[src/rtl/apb_master_bridge.sv]
// Valid/ready request/response channels bridged onto two-phase APB transfers,
// with a configurable ACCESS wait-state timeout so a hung slave cannot stall the system.
module apb_master_bridge #(
  parameter int unsigned ADDR_WIDTH = 32,
  parameter int unsigned DATA_WIDTH = 32,
  parameter int unsigned TIMEOUT    = 16
) (
  input  logic                  clock,
  input  logic                  reset,
  // request channel
  input  logic                  req_valid,
  output logic                  req_ready,
  input  logic                  req_write,
  input  logic [ADDR_WIDTH-1:0] req_addr,
  input  logic [DATA_WIDTH-1:0] req_wdata,
  // response channel
  output logic                  rsp_valid,
  input  logic                  rsp_ready,
  output logic [DATA_WIDTH-1:0] rsp_rdata,
  output logic                  rsp_error,
  output logic                  rsp_timeout,
  // APB requester side
  output logic [ADDR_WIDTH-1:0] address,
  output logic                  select,
  output logic                  enable,
  output logic                  write_en,
  output logic [DATA_WIDTH-1:0] write_data,
  input  logic                  ready,
  input  logic                  slave_error,
  input  logic [DATA_WIDTH-1:0] read_data
);

  localparam int unsigned CNT_W    = (TIMEOUT > 1) ? $clog2(TIMEOUT) : 1;
  localparam int unsigned CNT_LAST = (TIMEOUT == 0) ? 0 : TIMEOUT - 1;
  localparam bit          TO_EN    = (TIMEOUT != 0);

  typedef enum logic [1:0] {
    ST_IDLE   = 2'd0,
    ST_SETUP  = 2'd1,
    ST_ACCESS = 2'd2
  } state_e;

  state_e                 state_q, state_d;
  logic [ADDR_WIDTH-1:0]  address_q, address_d;
  logic [DATA_WIDTH-1:0]  wdata_q, wdata_d;
  logic                   write_en_q, write_en_d;
  logic                   select_q, select_d;
  logic                   enable_q, enable_d;
  logic                   rsp_valid_q, rsp_valid_d;
  logic                   rsp_error_q, rsp_error_d;
  logic                   rsp_timeout_q, rsp_timeout_d;
  logic [DATA_WIDTH-1:0]  rsp_rdata_q, rsp_rdata_d;
  logic [CNT_W-1:0]       wait_cnt_q, wait_cnt_d;

  // A pending unaccepted response blocks new requests, so it is never overwritten.
  assign req_ready = (state_q == ST_IDLE) && (!rsp_valid_q || rsp_ready);

  always_ff @(posedge clock or negedge reset) begin
    if (!reset) begin
      state_q       <= ST_IDLE;
      address_q     <= '0;
      wdata_q       <= '0;
      write_en_q    <= 1'b0;
      select_q      <= 1'b0;
      enable_q      <= 1'b0;
      rsp_valid_q   <= 1'b0;
      rsp_error_q   <= 1'b0;
      rsp_timeout_q <= 1'b0;
      rsp_rdata_q   <= '0;
      wait_cnt_q    <= '0;
    end else begin
      state_q       <= state_d;
      address_q     <= address_d;
      wdata_q       <= wdata_d;
      write_en_q    <= write_en_d;
      select_q      <= select_d;
      enable_q      <= enable_d;
      rsp_valid_q   <= rsp_valid_d;
      rsp_error_q   <= rsp_error_d;
      rsp_timeout_q <= rsp_timeout_d;
      rsp_rdata_q   <= rsp_rdata_d;
      wait_cnt_q    <= wait_cnt_d;
    end
  end

  always_comb begin
    state_d       = state_q;
    address_d     = address_q;
    wdata_d       = wdata_q;
    write_en_d    = write_en_q;
    select_d      = select_q;
    enable_d      = enable_q;
    rsp_valid_d   = rsp_valid_q && !rsp_ready;
    rsp_error_d   = rsp_error_q;
    rsp_timeout_d = rsp_timeout_q;
    rsp_rdata_d   = rsp_rdata_q;
    wait_cnt_d    = wait_cnt_q;

    unique case (state_q)
      ST_IDLE: begin
        if (req_valid && req_ready) begin
          address_d  = req_addr;
          wdata_d    = req_wdata;
          write_en_d = req_write;
          select_d   = 1'b1;
          enable_d   = 1'b0;
          state_d    = ST_SETUP;
        end
      end
      ST_SETUP: begin
        enable_d   = 1'b1;
        wait_cnt_d = '0;
        state_d    = ST_ACCESS;
      end
      ST_ACCESS: begin
        if (ready) begin
          select_d      = 1'b0;
          enable_d      = 1'b0;
          state_d       = ST_IDLE;
          rsp_valid_d   = 1'b1;
          rsp_error_d   = slave_error;
          rsp_timeout_d = 1'b0;
          rsp_rdata_d   = write_en_q ? '0 : read_data;
        end else if (TO_EN && (wait_cnt_q == CNT_W'(CNT_LAST))) begin
          // Forced termination: report as an error with no read data.
          select_d      = 1'b0;
          enable_d      = 1'b0;
          state_d       = ST_IDLE;
          rsp_valid_d   = 1'b1;
          rsp_error_d   = 1'b1;
          rsp_timeout_d = 1'b1;
          rsp_rdata_d   = '0;
        end else begin
          wait_cnt_d = wait_cnt_q + CNT_W'(1);
        end
      end
      default: begin
        state_d  = ST_IDLE;
        select_d = 1'b0;
        enable_d = 1'b0;
      end
    endcase
  end

  assign address     = address_q;
  assign write_data  = wdata_q;
  assign write_en    = write_en_q;
  assign select      = select_q;
  assign enable      = enable_q;
  assign rsp_valid   = rsp_valid_q;
  assign rsp_error   = rsp_error_q;
  assign rsp_timeout = rsp_timeout_q;
  assign rsp_rdata   = rsp_rdata_q;

endmodule

[config.mk]
export PLATFORM = sky130hd
export DESIGN_NAME = apb_master_bridge
export DESIGN_NICKNAME = d
export VERILOG_FILES = /design/src/rtl/apb_master_bridge.sv
export SDC_FILE = /design/constraint.sdc
export NUM_CORES = 1
export LEC_CHECK = 0
export CAP_MARGIN = 20
export CORE_MARGIN = 2
export CORE_UTILIZATION = 42
export CTS_BUF_LIST = sky130_fd_sc_hd__clkbuf_8
export CTS_CLUSTER_DIAMETER = 30
export DETAILED_ROUTE_END_ITERATION = 10
export PLACE_DENSITY = 0.83
export REMOVE_ABC_BUFFERS = 1
export SLEW_MARGIN = 5
export SYNTH_ARGS = -nofsm -noshare
export SYNTH_HDL_FRONTEND = slang
export SYNTH_SLANG_ARGS = --single-unit
[constraint.sdc]
create_clock -name clock -period 2.2 [get_ports clock]
set_clock_uncertainty 0.2 [all_clocks]
set_input_delay 0.22 -clock clock [delete_from_list [all_inputs] [get_ports clock]]
set_output_delay 0.22 -clock clock [all_outputs]
set_load 0.03 [all_outputs]
== Word level (Yosys, flattened, before mapping) ==
Cells that the tools add are included.

* Memories: 0
* ROM bits: 0
* Word-level logic and storage cells: 56
* Bits in writable memories: 0
* Bits in latches: 0
* Bits in registers: 108
* Output and inout port bits: 103

* Multipliers: 0
* Add/sub/neg operators: 1
* $lt $le $gt $ge: 0
* Eq/ne operators: 7
* Shifts and indexed selects: 0
* Reduce and logical (&&, ||, !) cells: 14
* Bitwise logic cells: 1
* Muxes and demuxes: 22
* Divide/modulo/power cells: 0

{| class="wikitable"
|+ Operators by type and width
! kind !! number
|-
| 32-bit 2-to-1 mux || 3
|-
| 1-bit 2-to-1 mux || 10
|-
| 4-bit 2-to-1 mux || 2
|-
| 4-bit one-hot mux with 2 select lines || 1
|-
| 2-bit 2-to-1 mux || 3
|-
| 1-bit one-hot mux with 3 select lines || 2
|-
| 2-bit one-hot mux with 3 select lines || 1
|-
| 2-bit AND reduction || 3
|-
| 3-bit AND reduction || 2
|-
| 4-bit by 1-bit adder with 4-bit output (second input constant) || 1
|-
| 4-bit equality test (second input constant) || 1
|-
| 2-bit inequality test (second input constant) || 2
|-
| 2-bit nonzero test || 2
|-
| 1-bit logical AND || 3
|-
| 3-bit inequality test (second input constant) || 1
|-
| 2-bit by 1-bit equality test with 1-bit output (second input constant) || 1
|-
| 2-bit equality test (second input constant) || 1
|-
| 1-bit zero test || 2
|-
| 2-bit zero test || 1
|-
| 2-bit by 1-bit inequality test with 1-bit output (second input constant) || 1
|-
| 1-bit logical OR || 1
|-
| 1-bit inverter || 1
|}

== Depth between registers and ports, before layout ==
Gate-level depths: netlist (run 1).

* Depth in word-level cells: 6
* Mapped depth: 7

== Worst setup path before layout (run 1) ==
No wires, ideal clock.

* Path kind: flip-flop to flip-flop
* Start point: reg, netlist name enable
* End point: reg address_q[10], in the netlist address[10]
* Path slack: 240 ps
* Setup time: 125 ps
* Buffers on the path: 4
* Arrival: 1635 ps
* Stages on the path, launching flop included: 8
* Required time: 1875 ps
* Cells stage by stage: dfrtp_1 -> buf_4 -> nor2_2 -> and3_4 -> buf_6 -> buf_12 -> buf_12 -> mux2_4

{| class="wikitable"
|+ RTL lines
! what !! RTL line !! RTL
|-
| end signal, assigned || 73 || <nowiki>address_q <= address_d;</nowiki>
|-
| end, declared || 44 || <nowiki>logic [ADDR_WIDTH-1:0] address_q, address_d;</nowiki>
|}

== Final worst setup path (run 1) ==
* Start point: reg enable_q, in the netlist enable
* End point: out enable

{| class="wikitable"
|+ RTL lines
! what !! RTL line !! RTL
|-
| start, declared || 48 || <nowiki>logic enable_q, enable_d;</nowiki>
|-
| start signal, assigned || 77 || <nowiki>enable_q <= enable_d;</nowiki>
|-
| end, declared || 25 || <nowiki>output logic enable,</nowiki>
|}

No word-level cell between the ends.

==> results of run 1 <==
[worst max-delay path: cells and delay by family, from the launching register on]
family,cells,cell delay (ns)
buffers and inverters,2,0.88
flip-flops,1,0.37
[cells by family after synthesis]
logic type	synth area share, %
flip-flops	63.8
multiplexers	20.1
AND/OR/NAND/NOR	2.57
adder cells (fa/ha/maj)	0.298
buffers and inverters	3.91
AO/OA/AOI/OAI	9.28
[sequential cells by signal (all words and copies together), names as in the netlist]
| name | count |
|---|---|
| rsp_rdata | 32 |
| enable | 1 |
| rsp_valid | 1 |
| address | 32 |
| rsp_error | 1 |
| wait_cnt_q | 4 |
| state_q | 1 |
| write_data | 32 |
| write_en | 1 |
| select | 1 |
| rsp_timeout | 1 |
[routing by layer]
metal / routed length [um] / vias up
met1: 4360 / 1478
met5: 0 / -
met4: 192 / 0
met2: 5060 / 143
li1: - / 1366
met3: 923 / 15
[layout by cell type, fill, tap and decap left out, drive strengths merged, types with 4 or more instances in the layout]
| master | instances |
|---|---|
| clkdlybuf4s50 | 203 |
| dfrtp | 107 |
| mux2 | 65 |
| a22o | 32 |
| buf | 11 |
| clkbuf | 9 |
| a21oi | 6 |
| inv | 6 |
| nand2 | 5 |
| nor2 | 4 |
[power groups by stage]
stage	Sequential (W)	Combinational [W]	Clock, W
after global placement	0.00339	0.00578	0
final	0.00340	0.00581	0.00125
after global routing	0.00353	0.00607	0.00138
after CTS	0.00341	0.00587	0.00130
after floorplan	0.00518	0.00153	0
after detailed placement	0.00343	0.00586	0
[area by class of cell]
type                    instances  share of cell area (%)
clock buffers                   9                    1.87
inverters                       4                   0.227
clock inverters                 7                    1.30
well taps                     133                    2.51
multi-input cells             133                    20.5
flip-flops and latches        107                    40.4
repair buffers                216                    33.2
[stage by stage]
step / setup TNS (ns) / cell area (um2)
3_5_place_dp: 0 / 6400
3_3_place_gp: 0 / 6400
6_report: 0 / 6620
2_1_floorplan: -4.06 / 4050
5_1_grt: 0 / 6620
4_1_cts: 0 / 6620
[timing repair]
action / 4_1_cts / 5_1_grt
gates resized for setup: 1 / 0
setup endpoints to repair: 1 / 0
hold buffers: 1 / 0
endpoints found under the hold margin: 107 / 0
[worst min-delay path by stage]
stage	start	to	slack (ns)	cells after the start
after floorplan	reset	address[0]$_DFFE_PN0P_	-0.28	0
after global placement	reset	rsp_rdata[23]$_DFFE_PN0P_	-0.07	1
after detailed placement	reset	rsp_rdata[27]$_DFFE_PN0P_	-0.07	1
after CTS	reset	rsp_rdata[23]$_DFFE_PN0P_	0.08	2
after global routing	reset	rsp_rdata[13]$_DFFE_PN0P_	0.10	2
final	reset	rsp_rdata[0]$_DFFE_PN0P_	0.08	2
==> impl_metrics.tcl, run 1 <==
set metrics [dict create \
    status "finished, final reports clean" \
    use_met3_pct 6.89 \
    rr_worst_depth 4 \
    endpoint "enable" \
    clk_latency_ns 0.37 \
    tightest_slew_ns 0.358 \
    power_w 0.0105 \
    setup_viol 0 \
    synth_edf_count 0 \
    grtUsageMet1_pct 25.4 \
    critPathKind "flip-flop to output pin" \
    slowest_stage "clkdlybuf4s50_1" \
    final-seq-area_um2 2680 \
    yosys_register_bits 107 \
    synthCells 259 \
    r2r_slack_ns 0.33 \
    syn_area_um2 4200 \
    synthTopCellsByArea "dfrtp_1 64%, mux2_4 11%, mux2_2 9.4%, a22o_1 6.7%, buf_12 1.9%" \
    drt_iter0_drc 109 \
    fp.dieH_um 104 \
    synth_cell_types 31 \
    area_delta_synth_final_pct 57.8 \
    fmax_ghz 0.490 \
    grt_pass1_wl_um 17300 \
    synth_async_sr_flop_share_pct 100 \
    cts_buffers 9 \
    rows 36 \
    whs_ns 0.0824 \
    p_int_w 0.00626 \
    r2r-start "state_q[0]$_DFFE_PN0P_" \
    yosys.area.top_type_share_pct 63.8 \
    htree_levels 3 \
    yosysWarnings 0 \
    ir_drop_mv 0.867 \
    swShare_pct 40.2 \
    cp_cell_sequence "buf_4, clkdlybuf4s50_1" \
    pwr-share-seq_pct 32.5 \
    grt.busiest_layer "met2" \
    place.detailed.hpwl_um 7860 \
    cts-root-buf "clkbuf_8" \
    slew_viol_final 0 \
    grt_max_degree 43 \
    cts.clk_slew.worst_paths_ns 0.11 \
    start_util_pct 43.1 \
    layout-drive-gt1-share_pct 20.2 \
    fin_cells 609 \
    post-place-ws_ns 0.148 \
    crit_path_end_kind "output pin" \
    path_max_fanout 10 \
    avgSynthCellArea_um2 16.2 \
    synth.cells.most_frequent "107 x dfrtp_1, 35 x mux2_2, 32 x a22o_1" \
    worst_ep_arrival_time_ns 1.62 \
    num_vias 3002 \
    synthFlopType "dfrtp_1" \
    ant_nets 0 \
    post-route-util_pct 68.1 \
    grt_pass1_vias 3253 \
    wire_per_inst_um 17.3 \
    pwr_density_cell_nw_per_um2 1580 \
    p_leak_nw 2.84 \
    antenna_found_initial 0 \
    synth_top_area_cell "dfrtp_1" \
    dieArea_um2 10800 \
    num-nets-final 575 \
    hp-class "input pin to async pin" \
    post-cts-setup-buffers 0 \
    core_area_um2 9730 \
    seq_area_frac_synth_pct 63.8 \
    antenna_cells 0 \
    slowest_delay_ns 0.72 \
    fin_ws_ns 0.161 \
    portBuffers 205 \
    routed_via_density 4.93 \
    slew_headroom_pct 75.9 \
    dieWidth_um 104 \
    grt-ovfl-total 0 \
    fillers 698 \
    cts.sinks 107 \
    regToRegEndpoint "write_data[8]$_DFFE_PN0P_" \
    switching_power_w 0.00420 \
    dr.pass1.iters 4 \
    dp.cells 592 \
    cap_violations 0 \
    clockBufferDepth 2 \
    post-route-period-util_pct 92.7 \
    startpoint "enable$_DFFE_PN0P_" \
    drc_errors 0 \
    p_comb_share_pct 55.5 \
    fin_crit_ns 2.04 \
    cts_tree "built" \
    synth_most_common_cell "dfrtp_1" \
    gp_routability_congestion 0.792 \
    required_ns 1.78 \
    clkPwrFrac_pct 11.9 \
    routed_wl_um 10500 \
    boundaryPins 206 \
    multi_input_area_um2 1360 \
    groute.layer.met2.usage_pct 32.3 \
    track_usage_pct 20.3 \
    rsz0062_at_grt "no" \
    hold_violations 0 \
    startpoint_type "flip-flop" \
]
No activity file was read; power rests on OpenSTA's default activity.
==> run 2: changes to the inputs <==
--- a/config.mk
+++ b/config.mk
@@ -6,12 +6,14 @@
 export NUM_CORES = 1
 export LEC_CHECK = 0
 export CAP_MARGIN = 20
+export CELL_PAD_IN_SITES_DETAIL_PLACEMENT = 1
+export CELL_PAD_IN_SITES_GLOBAL_PLACEMENT = 2
 export CORE_MARGIN = 2
-export CORE_UTILIZATION = 42
+export CORE_UTILIZATION = 27
 export CTS_BUF_LIST = sky130_fd_sc_hd__clkbuf_8
 export CTS_CLUSTER_DIAMETER = 30
 export DETAILED_ROUTE_END_ITERATION = 10
-export PLACE_DENSITY = 0.83
+export PLACE_DENSITY_LB_ADDON = 0.1
 export REMOVE_ABC_BUFFERS = 1
 export SLEW_MARGIN = 5
 export SYNTH_ARGS = -nofsm -noshare
==> run 2 against run 1 <==
Sequential power about the same. Critical endpoint unchanged. Highest routed layer is now met5. Total power rose by 0.34%. Final area grew 1.0%. Via count unchanged. Core utilization fell by 24 points. Largest cell class unchanged. First-iteration DRC count decreased by 7.3%. Global-route usage fell by 5.5 points. Die area grew 53%. Register-to-register slack is essentially flat. Final cell count rose by 8.9%. Sequential cell count unchanged. Count of clock-buffer cells in the layout rose by 5.
==> impl_metrics.tcl, run 2 (synthesis results as in run 1) <==
set metrics [dict create \
    r2r-start "state_q[0]$_DFFE_PN0P_" \
    fin_area_um2 6690 \
    dr.pass1.iters 4 \
    post-route-period-util_pct 91.9 \
    startpoint_type "flip-flop" \
    ant_nets 0 \
    cts.clk_slew.worst_paths_ns 0.10 \
    antenna_cells 0 \
    startpoint "enable$_DFFE_PN0P_" \
    hp-class "input pin to async pin" \
    grt-ovfl-total 0 \
    place.detailed.hpwl_um 8590 \
    rr_worst_depth 4 \
    fin_cells 663 \
    routed_via_density 4.53 \
    rows 45 \
    final-seq-area_um2 2680 \
    ir_drop_mv 0.606 \
    drc_errors 0 \
    routed_wl_um 12000 \
    setup_viol 0 \
    r2r_slack_ns 0.34 \
    dieWidth_um 129 \
    grt_max_degree 53 \
    clk_latency_ns 0.37 \
    area_delta_synth_final_pct 59.5 \
    status "finished, final reports clean" \
    crit_path_end_kind "output pin" \
    mostFrequentLayoutCells "203 x clkdlybuf4s50_1, 107 x dfrtp_1, 35 x mux2_2, 32 x a22o_1, 30 x mux2_4" \
    hold_violations 0 \
    antenna_found_initial 1 \
    core_area_um2 15200 \
    dieArea_um2 16600 \
    fp.dieH_um 129 \
    power_w 0.0105 \
    layout_commonest_cell "clkdlybuf4s50_1" \
    slew_headroom_pct 72.1 \
    regToRegEndpoint "address[2]$_DFFE_PN0P_" \
    rsz0062_at_grt "no" \
    fmax_ghz 0.495 \
    num_vias 3002 \
    fillers 1568 \
    fin_crit_ns 2.02 \
    post-cts-setup-buffers 0 \
    wire_per_inst_um 18.1 \
    cts-root-buf "clkbuf_8" \
    grt_pass1_vias 3185 \
    clockBufferDepth 2 \
    dp.cells 647 \
    worst_ep_arrival_time_ns 1.60 \
    htree_levels 3 \
    drt_iter0_drc 101 \
    layout-drive-gt1-share_pct 20.0 \
    start_util_pct 27.6 \
    slew_viol_final 0 \
    required_ns 1.78 \
    path_max_fanout 10 \
    track_usage_pct 14.7 \
    critPathKind "flip-flop to output pin" \
    whs_ns 0.119 \
    num-nets-final 575 \
    cts_tree "built" \
    gp_routability_congestion 0.704 \
    post-route-util_pct 44.0 \
    cap_violations 0 \
    boundaryPins 206 \
    place_area_um2 6480 \
    p_leak_nw 2.85 \
    multi_input_area_um2 1360 \
    cts.sinks 107 \
    grt_pass1_wl_um 18500 \
    pwr_density_cell_nw_per_um2 1570 \
    portBuffers 205 \
    endpoint "enable" \
    cts_buffers 9 \
    tightest_slew_ns 0.414 \
]
==> run 2: changes by cell type in the layout (fill, tap and decap cells not counted) <==
cell	previous run	this run
bufinv_16	1	0
clkinv_2	0	1
clkbuf_8	9	14
buf_4	6	5
buf_12	5	6
clkinv_4	3	0
clkinvlp_4	1	0
inv_8	2	0
==> run 2: report_power, final <==
group	switching, W	internal [W]
clock network	0.000661	0.000560
logic	0.00304	0.00285
registers	0.000505	0.00288
total	0.00420	0.00629
==> run 2: final cells by class <==
| class | count | share of cell area, % |
|---|---|---|
| clock buffer | 14 | 2.88 |
| sequential | 107 | 40.0 |
| multi-input combinational | 133 | 20.3 |
| clock inverter | 1 | 0.0748 |
| inverter | 4 | 0.224 |
| tap | 188 | 3.52 |
| timing repair buffer | 216 | 33.0 |
==> run 2: per-stage QoR <==
| stage | setup TNS (ns) | setup slack [ns] |
|---|---|---|
| finish | 0 | 0.178 |
| floorplan | -4.06 | -0.120 |
| global route | 0 | 0.0692 |
| detailed placement | 0 | 0.143 |
| global placement | 0 | 0.162 |
| CTS | 0 | 0.128 |
==> run 2: layer usage <==
| layer | GRT usage [%] | vias to the layer above | part of all wire, % |
|---|---|---|---|
| met5 | 0 | - | 0.11 |
| met3 | 6.36 | 12 | 7.9 |
| met2 | 23.7 | 98 | 50 |
| met4 | 4.41 | 2 | 1.1 |
| met1 | 18.1 | 1525 | 40 |
| li1 | - | 1365 | - |
==> run 2: what timing repair did <==
action                     4_1_cts  5_1_grt
hold buffers                     1        0
setup endpoints to repair        1        0
hold endpoints to repair        77        0
resized for setup                1        0
==> run 2: how the worst min path moves through the flow <==
| stage | from | endpoint | cells past startpoint |
|---|---|---|---|
| global route | reset | address[9]$_DFFE_PN0P_ | 2 |
| detailed placement | reset | address[0]$_DFFE_PN0P_ | 1 |
| CTS | reset | address[9]$_DFFE_PN0P_ | 2 |
| global placement | reset | address[0]$_DFFE_PN0P_ | 1 |
| floorplan | reset | address[0]$_DFFE_PN0P_ | 0 |
| finish | reset | write_data[1]$_DFFE_PN0P_ | 2 |
==> run 2: worst max-delay path, cell delays in order, from the launching register on <==
cell and delay [ns]:
dfrtp_1 0.37, buf_4 0.18, clkdlybuf4s50_1 0.68
==> run 3: changes to the inputs <==
--- a/config.mk
+++ b/config.mk
@@ -5,6 +5,7 @@
 export SDC_FILE = /design/constraint.sdc
 export NUM_CORES = 1
 export LEC_CHECK = 0
+export ABC_CLOCK_PERIOD_IN_PS = 2200
 export CAP_MARGIN = 20
 export CELL_PAD_IN_SITES_DETAIL_PLACEMENT = 1
 export CELL_PAD_IN_SITES_GLOBAL_PLACEMENT = 2
==> results of run 3 <==
The final DEF is identical to that of run 2; final timing and power are the same.
